## src/rtl/riscv_pkg.sv

```systemverilog
// Shared RISC-V core definitions.
// Load/store size codes follow the funct3 encoding.
package riscv_pkg;

  localparam logic [2:0] LDST_B  = 3'b000;
  localparam logic [2:0] LDST_H  = 3'b001;
  localparam logic [2:0] LDST_W  = 3'b010;
  localparam logic [2:0] LDST_BU = 3'b100;
  localparam logic [2:0] LDST_HU = 3'b101;

endpackage

```

## src/rtl/riscv_lsu_ma_if.sv

```systemverilog
// Core-side and memory-side bundle of the multi-beat load/store unit.
// core_misalign_o exists only when LSU_MISALIGN_EN is undefined.
interface riscv_lsu_ma_if #(
  parameter int DW = 32,
  parameter int AW = 32
);

  logic          core_req_i;
  logic          core_we_i;
  logic [2:0]    core_size_i;
  logic [AW-1:0] core_addr_i;
  logic [31:0]   core_wd_i;
  logic [31:0]   core_rd_o;
  logic          core_stall_o;
`ifndef LSU_MISALIGN_EN
  logic          core_misalign_o;
`endif

  logic            mem_req_o;
  logic            mem_we_o;
  logic [DW/8-1:0] mem_be_o;
  logic [AW-1:0]   mem_addr_o;
  logic [DW-1:0]   mem_wd_o;
  logic [DW-1:0]   mem_rd_i;
  logic            mem_ready_i;

  modport slave (
    input  core_req_i, core_we_i, core_size_i,
    input  core_addr_i, core_wd_i,
    input  mem_rd_i, mem_ready_i,
    output core_rd_o, core_stall_o,
    output mem_req_o, mem_we_o, mem_be_o,
    output mem_addr_o, mem_wd_o
`ifndef LSU_MISALIGN_EN
    , output core_misalign_o
`endif
  );

  modport master (
    output core_req_i, core_we_i, core_size_i,
    output core_addr_i, core_wd_i,
    output mem_rd_i, mem_ready_i,
    input  core_rd_o, core_stall_o,
    input  mem_req_o, mem_we_o, mem_be_o,
    input  mem_addr_o, mem_wd_o
`ifndef LSU_MISALIGN_EN
    , input core_misalign_o
`endif
  );

endinterface

```

## src/rtl/riscv_lsu_ma.sv

```systemverilog
// Multi-beat load/store unit; LSU_MISALIGN_EN enables split
// accesses over two bus beats, otherwise they are flagged.
module riscv_lsu_ma
  import riscv_pkg::*;
#(
  parameter int DW = 32,
  parameter int AW = 32
) (
  input logic           clk_i,
  input logic           rst_ni,
  riscv_lsu_ma_if.slave bus
);

  localparam int BW = DW / 8;
  localparam int OW = $clog2(BW);

`ifdef LSU_MISALIGN_EN
  typedef enum logic [1:0] {
    IDLE  = 2'd0,
    BEAT0 = 2'd1,
    BEAT1 = 2'd2,
    DONE  = 2'd3
  } state_t;
`else
  typedef enum logic [1:0] {
    IDLE  = 2'd0,
    BEAT0 = 2'd1,
    DONE  = 2'd3
  } state_t;
`endif

  function automatic logic [2:0] nb_of(
    input logic [2:0] s
  );
    logic [2:0] n;
    unique case (1'b1)
      (s == LDST_B) || (s == LDST_BU): n = 3'd1;
      (s == LDST_H) || (s == LDST_HU): n = 3'd2;
      default:                         n = 3'd4;
    endcase
    return n;
  endfunction

  function automatic logic is_split(
    input logic [2:0]    s,
    input logic [OW-1:0] off
  );
    logic [OW+1:0] sum;
    sum = {2'b00, off} + {{(OW-1){1'b0}}, nb_of(s)};
    return sum > (OW+2)'(BW);
  endfunction

  // Lane mask for both beats; upper half is the spill-over beat.
  function automatic logic [BW-1:0] be_of(
    input logic [2:0]    s,
    input logic [OW-1:0] off,
    input logic          hi
  );
    logic [2*BW-1:0] m;
    logic [2:0]      n;
    n = nb_of(s);
    m = '0;
    m[3:0] = (n == 3'd1) ? 4'h1 :
             (n == 3'd2) ? 4'h3 : 4'hF;
    m = m << off;
    return hi ? m[2*BW-1:BW] : m[BW-1:0];
  endfunction

  function automatic logic [DW-1:0] wd_of(
    input logic [31:0]   wd,
    input logic [OW-1:0] off,
    input logic          hi
  );
    logic [2*DW-1:0] w;
    w = '0;
    w[31:0] = wd;
    w = w << {off, 3'b000};
    return hi ? w[2*DW-1:DW] : w[DW-1:0];
  endfunction

  function automatic logic [31:0] load_of(
    input logic [2*DW-1:0] pair,
    input logic [2:0]      s,
    input logic [OW-1:0]   off
  );
    logic [2*DW-1:0] sh;
    logic [31:0]     r;
    sh = pair >> {off, 3'b000};
    unique case (1'b1)
      s == LDST_B:  r = {{24{sh[7]}}, sh[7:0]};
      s == LDST_BU: r = {24'h0, sh[7:0]};
      s == LDST_H:  r = {{16{sh[15]}}, sh[15:0]};
      s == LDST_HU: r = {16'h0, sh[15:0]};
      default:      r = sh[31:0];
    endcase
    return r;
  endfunction

  state_t        state;
  logic          we_q;
  logic [2:0]    size_q;
  logic [OW-1:0] off_q;
  logic [DW-1:0] lo_q;
`ifdef LSU_MISALIGN_EN
  logic [31:0]   wd_q;
  logic [DW-1:0] hi_q;
  logic          split_q;
`else
  logic          mis_q;
  logic          split_in;
`endif

  logic          req_q;
  logic          mwe_q;
  logic [BW-1:0] be_q;
  logic [AW-1:0] addr_q;
  logic [DW-1:0] mwd_q;

  logic [OW-1:0]   off_in;
  logic [AW-1:0]   base_in;
  logic [2*DW-1:0] pair;
  logic            stall;

  assign off_in  = bus.core_addr_i[OW-1:0];
  assign base_in = {bus.core_addr_i[AW-1:OW], {OW{1'b0}}};

`ifdef LSU_MISALIGN_EN
  assign split_q = is_split(size_q, off_q);
  assign pair    = {hi_q, lo_q};
`else
  assign split_in = is_split(bus.core_size_i, off_in);
  assign pair     = {{DW{1'b0}}, lo_q};
`endif

  always_comb begin
    stall = 1'b0;
    unique case (state)
      IDLE:    stall = bus.core_req_i;
      DONE:    stall = 1'b0;
      default: stall = 1'b1;
    endcase
  end

  // Reset must drop the stall at once, even with a request held.
  assign bus.core_stall_o = rst_ni & stall;

`ifdef LSU_MISALIGN_EN
  assign bus.core_rd_o =
    (state == DONE && !we_q) ?
      load_of(pair, size_q, off_q) : '0;
`else
  assign bus.core_rd_o =
    (state == DONE && !we_q && !mis_q) ?
      load_of(pair, size_q, off_q) : '0;
  assign bus.core_misalign_o = mis_q;
`endif

  assign bus.mem_req_o  = req_q;
  assign bus.mem_we_o   = mwe_q;
  assign bus.mem_be_o   = be_q;
  assign bus.mem_addr_o = addr_q;
  assign bus.mem_wd_o   = mwd_q;

  always_ff @(posedge clk_i or negedge rst_ni) begin
    if (!rst_ni) begin
      state  <= IDLE;
      we_q   <= 1'b0;
      size_q <= '0;
      off_q  <= '0;
      lo_q   <= '0;
`ifdef LSU_MISALIGN_EN
      wd_q   <= '0;
      hi_q   <= '0;
`else
      mis_q  <= 1'b0;
`endif
      req_q  <= 1'b0;
      mwe_q  <= 1'b0;
      be_q   <= '0;
      addr_q <= '0;
      mwd_q  <= '0;
    end else begin
      unique case (state)
        IDLE: begin
          if (bus.core_req_i) begin
            we_q   <= bus.core_we_i;
            size_q <= bus.core_size_i;
            off_q  <= off_in;
`ifdef LSU_MISALIGN_EN
            wd_q   <= bus.core_wd_i;
`else
            if (split_in) begin
              state <= DONE;
              mis_q <= 1'b1;
            end else
`endif
            begin
              state  <= BEAT0;
              req_q  <= 1'b1;
              mwe_q  <= bus.core_we_i;
              addr_q <= base_in;
              be_q   <= be_of(bus.core_size_i,
                              off_in, 1'b0);
              mwd_q  <= wd_of(bus.core_wd_i,
                              off_in, 1'b0);
            end
          end
        end
        BEAT0: begin
          if (bus.mem_ready_i) begin
            lo_q <= bus.mem_rd_i;
`ifdef LSU_MISALIGN_EN
            if (split_q) begin
              state  <= BEAT1;
              addr_q <= addr_q + AW'(BW);
              be_q   <= be_of(size_q, off_q, 1'b1);
              mwd_q  <= wd_of(wd_q, off_q, 1'b1);
            end else
`endif
            begin
              state <= DONE;
              req_q <= 1'b0;
              mwe_q <= 1'b0;
              be_q  <= '0;
            end
          end
        end
`ifdef LSU_MISALIGN_EN
        BEAT1: begin
          if (bus.mem_ready_i) begin
            hi_q  <= bus.mem_rd_i;
            state <= DONE;
            req_q <= 1'b0;
            mwe_q <= 1'b0;
            be_q  <= '0;
          end
        end
`endif
        DONE: begin
          state <= IDLE;
`ifndef LSU_MISALIGN_EN
          mis_q <= 1'b0;
`endif
        end
        default: state <= IDLE;
      endcase
    end
  end

endmodule

```

## src/flat_wrapper.sv

```systemverilog
// flat-port wrapper written by rule: the top's interface ports become plain ports
module riscv_lsu_ma_flat import riscv_pkg::*;
#(
  parameter int DW = 32,
  parameter int AW = 32
)
  (clk_i, rst_ni, bus_core_req_i, bus_core_we_i, bus_core_size_i, bus_core_addr_i, bus_core_wd_i, bus_mem_rd_i, bus_mem_ready_i, bus_core_rd_o, bus_core_stall_o, bus_mem_req_o, bus_mem_we_o, bus_mem_be_o, bus_mem_addr_o, bus_mem_wd_o, bus_core_misalign_o);
  riscv_lsu_ma_if #(.DW(DW), .AW(AW)) bus_i ();
  input logic clk_i;
  input logic rst_ni;
  input wire logic [$bits(bus_i.core_req_i)-1:0] bus_core_req_i;
  input wire logic [$bits(bus_i.core_we_i)-1:0] bus_core_we_i;
  input wire logic [$bits(bus_i.core_size_i)-1:0] bus_core_size_i;
  input wire logic [$bits(bus_i.core_addr_i)-1:0] bus_core_addr_i;
  input wire logic [$bits(bus_i.core_wd_i)-1:0] bus_core_wd_i;
  input wire logic [$bits(bus_i.mem_rd_i)-1:0] bus_mem_rd_i;
  input wire logic [$bits(bus_i.mem_ready_i)-1:0] bus_mem_ready_i;
  output wire logic [$bits(bus_i.core_rd_o)-1:0] bus_core_rd_o;
  output wire logic [$bits(bus_i.core_stall_o)-1:0] bus_core_stall_o;
  output wire logic [$bits(bus_i.mem_req_o)-1:0] bus_mem_req_o;
  output wire logic [$bits(bus_i.mem_we_o)-1:0] bus_mem_we_o;
  output wire logic [$bits(bus_i.mem_be_o)-1:0] bus_mem_be_o;
  output wire logic [$bits(bus_i.mem_addr_o)-1:0] bus_mem_addr_o;
  output wire logic [$bits(bus_i.mem_wd_o)-1:0] bus_mem_wd_o;
  output wire logic [$bits(bus_i.core_misalign_o)-1:0] bus_core_misalign_o;
  assign bus_i.core_req_i = bus_core_req_i;
  assign bus_i.core_we_i = bus_core_we_i;
  assign bus_i.core_size_i = bus_core_size_i;
  assign bus_i.core_addr_i = bus_core_addr_i;
  assign bus_i.core_wd_i = bus_core_wd_i;
  assign bus_i.mem_rd_i = bus_mem_rd_i;
  assign bus_i.mem_ready_i = bus_mem_ready_i;
  assign bus_core_rd_o = bus_i.core_rd_o;
  assign bus_core_stall_o = bus_i.core_stall_o;
  assign bus_mem_req_o = bus_i.mem_req_o;
  assign bus_mem_we_o = bus_i.mem_we_o;
  assign bus_mem_be_o = bus_i.mem_be_o;
  assign bus_mem_addr_o = bus_i.mem_addr_o;
  assign bus_mem_wd_o = bus_i.mem_wd_o;
  assign bus_core_misalign_o = bus_i.core_misalign_o;
  riscv_lsu_ma #(.DW(DW), .AW(AW)) u_core (.clk_i(clk_i), .rst_ni(rst_ni), .bus(bus_i));
endmodule
```

## config.mk

```make
export PLATFORM = sky130hd
export DESIGN_NAME = riscv_lsu_ma_flat
export DESIGN_NICKNAME = d
export VERILOG_FILES = /design/src/rtl/riscv_pkg.sv /design/src/rtl/riscv_lsu_ma_if.sv /design/src/rtl/riscv_lsu_ma.sv /design/src/flat_wrapper.sv
export SDC_FILE = /design/constraint.sdc
export NUM_CORES = 1
export LEC_CHECK = 0
export BUFFER_PORTS_ARGS = -buffer_cell sky130_fd_sc_hd__buf_2
export CAP_MARGIN = 10
export CELL_PAD_IN_SITES_DETAIL_PLACEMENT = 2
export CELL_PAD_IN_SITES_GLOBAL_PLACEMENT = 2
export CORE_MARGIN = 5
export CORE_UTILIZATION = 27
export DETAILED_ROUTE_END_ITERATION = 10
export GPL_TIMING_DRIVEN = 0
export PLACE_DENSITY_LB_ADDON = 0.1
export SYNTH_ARGS = -nofsm -noshare
export SYNTH_HDL_FRONTEND = slang
export SYNTH_SLANG_ARGS = --single-unit
```

## constraint.sdc

```tcl
create_clock -name clk_i -period 1.7 [get_ports clk_i]
set_clock_uncertainty 0.1 [all_clocks]
set_input_delay 0.255 -clock clk_i [delete_from_list [all_inputs] [get_ports clk_i]]
set_output_delay 0.255 -clock clk_i [all_outputs]
set_load 0.03 [all_outputs]
```

### Word-level counts from Yosys, hierarchy flattened

Cells that the tools add are included.

* register bits: 109
* bits in latches: 0
* bits in writable memories: 0
* ROM bits: 0
* output and inout port bits: 104
* logic and storage cells: 76
* memories kept: 0

* add/sub/neg operators: 1
* multipliers: 0
* divide/modulo/power cells: 0
* order comparisons: 1
* equality and inequality tests: 14
* shifts and indexed selects: 3
* multiplexer cells: 27
* bitwise operators: 2
* reductions and logical operators: 17

Operators by type and width (count)
* $pmux W32 S4: 1
* $mux W32: 1
* $shl A32 B5 Y32: 1
* $shr A32 B5 Y32: 1
* $mux W4: 5
* $eq A3 B3 Y1 const B: 4
* $eq A3 B1 Y1 const B: 3
* $mux W3: 3
* $pmux W1 S2: 4
* $pmux W4 S2: 1
* $mux W1: 7
* $logic_not A3 Y1: 2
* $mux W2: 3
* $ne A2 B2 Y1 const B: 3
* $pmux W3 S2: 1
* $reduce_and A2 Y1: 3
* $reduce_and A3 Y1: 2
* $add A2 B3 Y4: 1
* $gt A4 B3 Y1 const B: 1
* $pmux W2 S2: 1
* $reduce_and A4 Y1: 1
* $reduce_bool A2 Y1: 2
* $shl A4 B2 Y4: 1
* $eq A3 B2 Y1 const B: 1
* 9 further kinds: 12

### Longest topological paths before layout

* word-level depth: 15
* gate-level depth with buffers: 8

### Least setup slack after synthesis

Ideal clock, no wire load.

* path type: reg2out
* start: reg u_core.mis_q (netlist: u_core.bus.core_misalign_o)
* end: out bus_core_rd_o[24]
* data arrival time: 2080 ps
* setup slack: -735 ps
* stages on the path, launching flop included: 6
* path through: dfrtp_1 nand4bb_1 clkbuf_1 nor3b_2 nand2_1 o21ai_0

* longest elaborated chain between the ends: 3

RTL lines
* from (decl): RTL line riscv_lsu_ma.sv:109 `logic mis_q;`
* from (signal assigned): RTL line riscv_lsu_ma.sv:175 `mis_q <= 1'b0;`
* from (signal assigned): RTL line riscv_lsu_ma.sv:194 `mis_q <= 1'b1;`
* from (signal assigned): RTL line riscv_lsu_ma.sv:242 `mis_q <= 1'b0;`
* $logic_not A1 Y1: RTL line riscv_lsu_ma.sv:153 `(state == DONE && !we_q && !mis_q) ?`
* $logic_and A1 B1 Y1: RTL line riscv_lsu_ma.sv:153
* $mux W32: RTL line riscv_lsu_ma.sv:153
* to (decl): RTL line flat_wrapper.sv:18 `output wire logic [$bits(bus_i.core_rd_o)-1:0] bus_core_rd_o;`

No other way between the ends.

### Final worst setup path

* start: reg u_core.off_q[1]
* end: out bus_core_rd_o[22]

* longest elaborated chain between the ends: 3

RTL lines
* from (decl): RTL line riscv_lsu_ma.sv:102 `logic [OW-1:0] off_q;`
* from (signal assigned): RTL line riscv_lsu_ma.sv:188 `off_q <= off_in;`
* $shr A32 B5 Y32: RTL line riscv_lsu_ma.sv:88 `sh = pair >> {off, 3'b000};`
* $pmux W32 S4: RTL line riscv_lsu_ma.sv:89 `unique case (1'b1)`
* $mux W32: RTL line riscv_lsu_ma.sv:153

No other way between the ends.

==> summary.json <==
{
  "finalMaxSlewViolations": 0,
  "synth.avg_cell_area_sq_um": 11.6,
  "drt-wirelength-per-cell_microns": 22.4,
  "via_count": 4905,
  "place_hpwl_microns": 16000,
  "path_buf_inv": 4,
  "design.die.area_sq_um": 23400,
  "drive_gt1_share_pct": 66.0,
  "proportion_of_netlist_area_held_by_the_largest_area_contributor_pct": 49.4,
  "setup_violations": 103,
  "syn-instance-count": 477,
  "cell_internal_pwr_uw": 9310,
  "htreeDepth": 3,
  "cts.clk_slew.worst_paths_ns": 0.09,
  "critical_path.startpoint_type": "register",
  "number_of_flops_mapped_to_enable_cells_by_yosys": 0,
  "p_clk_share_pct": 12.8,
  "largest_net_degree_at_the_start_of_global_routing": 48,
  "die_y_microns": 153,
  "detail_route.first_pass.iterations": 4,
  "power.share.switching_pct": 45.2,
  "timing.critical_path.slowest_cell_delay_ns": 0.40,
  "synth_largest_area_cell": "sky130_fd_sc_hd__dfrtp_1",
  "core_area_sq_um": 20200,
  "power_frac_comb_pct": 57.4,
  "yosysUniqueCellTypes": 40,
  "timing.slew.headroom_pct": 49.3,
  "totalPowerFinal_uw": 17000,
  "critical_path.endpoint": "bus_core_rd_o[22]",
  "crit_fanout": 7,
  "crit_path_end_kind": "output pin",
  "fp-row-count": 52,
  "sequentialPowerShare_pct": 29.7,
  "number_of_remaining_drc_errors": 0,
  "cp_num_cells": 8,
  "post-synth-top-count-cell": "sky130_fd_sc_hd__dfrtp_1",
  "cts-buffers-inserted": 9,
  "place.port_buffers": 205,
  "gp_congestion": 0.816,
  "cpMaxStageDelayCell": "sky130_fd_sc_hd__dfrtp_1",
  "ys_async_sr_fraction_pct": 100,
  "path_delay_family": "buffers and inverters",
  "layout.cells.non_filler": 1016,
  "starting_drc_count_in_detailed_routing": 120,
  "via_count_of_the_first_global_routing_pass": 5737,
  "crit_path_launch": "u_core.off_q[1]",
  "r2r_setup_slack_ns": -0.23,
  "design.final.nets": 847,
  "grt_antenna_before_repair": 4,
  "vias_per_cell": 4.83,
  "cp_data_required_time_ns": 1.34,
  "ys_seq_area_share_pct": 49.4,
  "routed_wirelength_microns": 22700,
  "placedCellCount": 954,
  "p_leak_uw": 0.00417,
  "grt_remaining_overflow": 0,
  "setup_repair_after_global_routing_missed_its_margin": "yes",
  "die_w_microns": 153,
  "hold_viol": 0,
  "timing_worst_slew_pin_value_ns": 0.761,
  "syn_to_final_growth_pct": 66.1,
  "ys.warnings.count": 0,
  "cts_max_path_buffers": 2,
  "cts_tree": "yes",
  "fmax_mhz": 411,
  "post_synth_instance_area_sq_um": 5520,
  "ctsRootBufferMaster": "sky130_fd_sc_hd__clkbuf_16",
  "yosys_most_used_dff": "sky130_fd_sc_hd__dfrtp_1",
  "post-route-period-util_pct": 143,
  "reg2reg_depth": 6,
  "synth-seq-cells": 109,
  "tritoncts_num_sinks": 109,
  "worst_slack_ns": -0.734,
  "global_route.usage.total_pct": 18.7,
  "power.switching_uw": 7670,
  "crit_top_cell": "sky130_fd_sc_hd__buf_6",
  "clkLatencyLatePin_ns": 0.35,
  "worst-setup-path-type": "register to output pin",
  "worst_hold_path.num_cells": 2,
  "synth_top_cells_by_count": "sky130_fd_sc_hd__dfrtp_1, sky130_fd_sc_hd__mux2_1, sky130_fd_sc_hd__mux2_2",
  "timing.critical_path.cells": "buf_6, mux2i_4, o221ai_1, o211ai_1, buf_4, clkbuf_16, o21ai_4, buf_6",
  "period_minus_slack_ns": 2.43,
  "hold_path.class": "primary input to register",
  "violated_checks": "setup timing",
  "vdd.ir_drop.worst_v": 0.000791,
  "rr_startpoint": "u_core.state[1]",
  "timing.critical_path.arrival_ns": 2.08,
  "fin_util_pct": 45.4,
  "cellPowerDensity_nw_per_um2": 1850,
  "drt.antenna.violating_nets": 0,
  "outcome": "finished, violations left",
  "ios": 208,
  "initial_util_pct": 27.4,
  "netlist_top_cells_area": "sky130_fd_sc_hd__dfrtp_1, sky130_fd_sc_hd__mux2_1, sky130_fd_sc_hd__mux2_2",
  "r2r-end": "u_core.bus.mem_addr_o[2]",
  "max_capacitance_violation_count": 0,
  "grt_pass1_wl_microns": 34200
}
-- metal layers --
metal	track usage [%]	wire length, microns
met1	24.2	9750
met2	30.9	11400
met3	4.81	1180
met4	5.52	359
met5	0	34
-- cell families after synthesis --
family,Yosys count,share of synthesized area (%)
AND/OR/NAND/NOR,89,8.16
AO/OA/AOI/OAI,105,12.4
multiplexers,124,24.6
buffers and inverters,45,4.29
other,1,0.0680
flip-flops,109,49.4
adder cells (fa/ha/maj),4,1.04
-- worst min-delay path by stage --
stage / start / end / slack (ns)
2_1_floorplan: rst_ni / u_core.bus.core_misalign_o / -0.14
3_3_place_gp: u_core.bus.mem_req_o / u_core.bus.mem_req_o / 0.36
3_5_place_dp: rst_ni / u_core.bus.mem_wd_o[3] / 0.01
4_1_cts: rst_ni / u_core.bus.mem_wd_o[30] / -0.37
5_1_grt: bus_core_addr_i[14] / u_core.bus.mem_addr_o[14] / 0.004
6_report: bus_mem_rd_i[1] / u_core.lo_q[1] / 0.02
-- power groups by stage --
stage | clock (uW) | combinational (uW) | sequential [uW]
detailed placement | 0 | 8410 | 4950
CTS | 2260 | 9260 | 4960
global route | 2360 | 10400 | 5220
global placement | 0 | 8180 | 4890
finish | 2180 | 9750 | 5050
floorplan | 0 | 4630 | 6320
-- cells in the final DEF (no fill, tap or decap), types with 3 or more instances in the layout --
master and n:
sky130_fd_sc_hd__clkbuf_16 16, sky130_fd_sc_hd__inv_6 3, sky130_fd_sc_hd__nand2_1 31, sky130_fd_sc_hd__dfrtp_1 107, sky130_fd_sc_hd__mux2_2 38, sky130_fd_sc_hd__buf_6 38, sky130_fd_sc_hd__mux2i_2 3, sky130_fd_sc_hd__buf_2 178
sky130_fd_sc_hd__mux2i_1 28, sky130_fd_sc_hd__a211oi_1 12, sky130_fd_sc_hd__o21ai_0 7, sky130_fd_sc_hd__a21oi_1 10, sky130_fd_sc_hd__nor2_4 11, sky130_fd_sc_hd__clkbuf_4 4, sky130_fd_sc_hd__nor2b_1 18, sky130_fd_sc_hd__a211oi_2 11
sky130_fd_sc_hd__buf_8 9, sky130_fd_sc_hd__o41ai_2 8, sky130_fd_sc_hd__buf_1 3, sky130_fd_sc_hd__buf_12 11, sky130_fd_sc_hd__nor2_1 13, sky130_fd_sc_hd__a211oi_4 7, sky130_fd_sc_hd__inv_1 5, sky130_fd_sc_hd__o21ai_4 17
sky130_fd_sc_hd__buf_4 28, sky130_fd_sc_hd__mux2_4 46, sky130_fd_sc_hd__clkbuf_1 5, sky130_fd_sc_hd__o21ai_2 15, sky130_fd_sc_hd__o31ai_2 6, sky130_fd_sc_hd__mux2i_4 8
-- state kept, by name, summed over array words and instances (netlist names), 2 cells and up --
| register | cells |
|---|---|
| u_core.lo_q | 32 |
| u_core.bus.mem_addr_o | 30 |
| u_core.bus.mem_be_o | 4 |
| u_core.state | 2 |
| u_core.off_q | 2 |
| u_core.bus.mem_wd_o | 32 |
| u_core.size_q | 3 |
-- what timing repair did --
item,4_1_cts,5_1_grt
resized for setup,118,76
buffers inserted,26,17
setup endpoints to repair,126,107
hold endpoints to repair,62,62
pin swaps,11,16
gates cloned,6,3
-- layout make-up --
cell class / instances / area [sq um]
inverter: 6 / 22.5
antenna: 2 / 5.00
multi-input combinational: 324 / 3540
tap: 270 / 338
clock inverter: 6 / 62.6
timing repair buffer: 253 / 1840
buffer: 36 / 385
fill: 2096 / 11000
clock buffer: 10 / 239
sequential: 109 / 2730
-- through the flow --
step / setup WS, ns / cell area [sq um] / TNS [ns] / hold slack [ns]
2_1_floorplan: -0.554 / 6270 / -39.63 / -0.141
3_3_place_gp: -1.42 / 7630 / -208.31 / 0.359
3_5_place_dp: -1.11 / 7660 / -87.42 / 0.0108
4_1_cts: -0.669 / 8790 / -46.36 / -0.373
5_1_grt: -0.864 / 9170 / -48.49 / 0.00372
6_report: -0.734 / 9170 / -41.98 / 0.0150
Power figures use the tool's default switching activity.
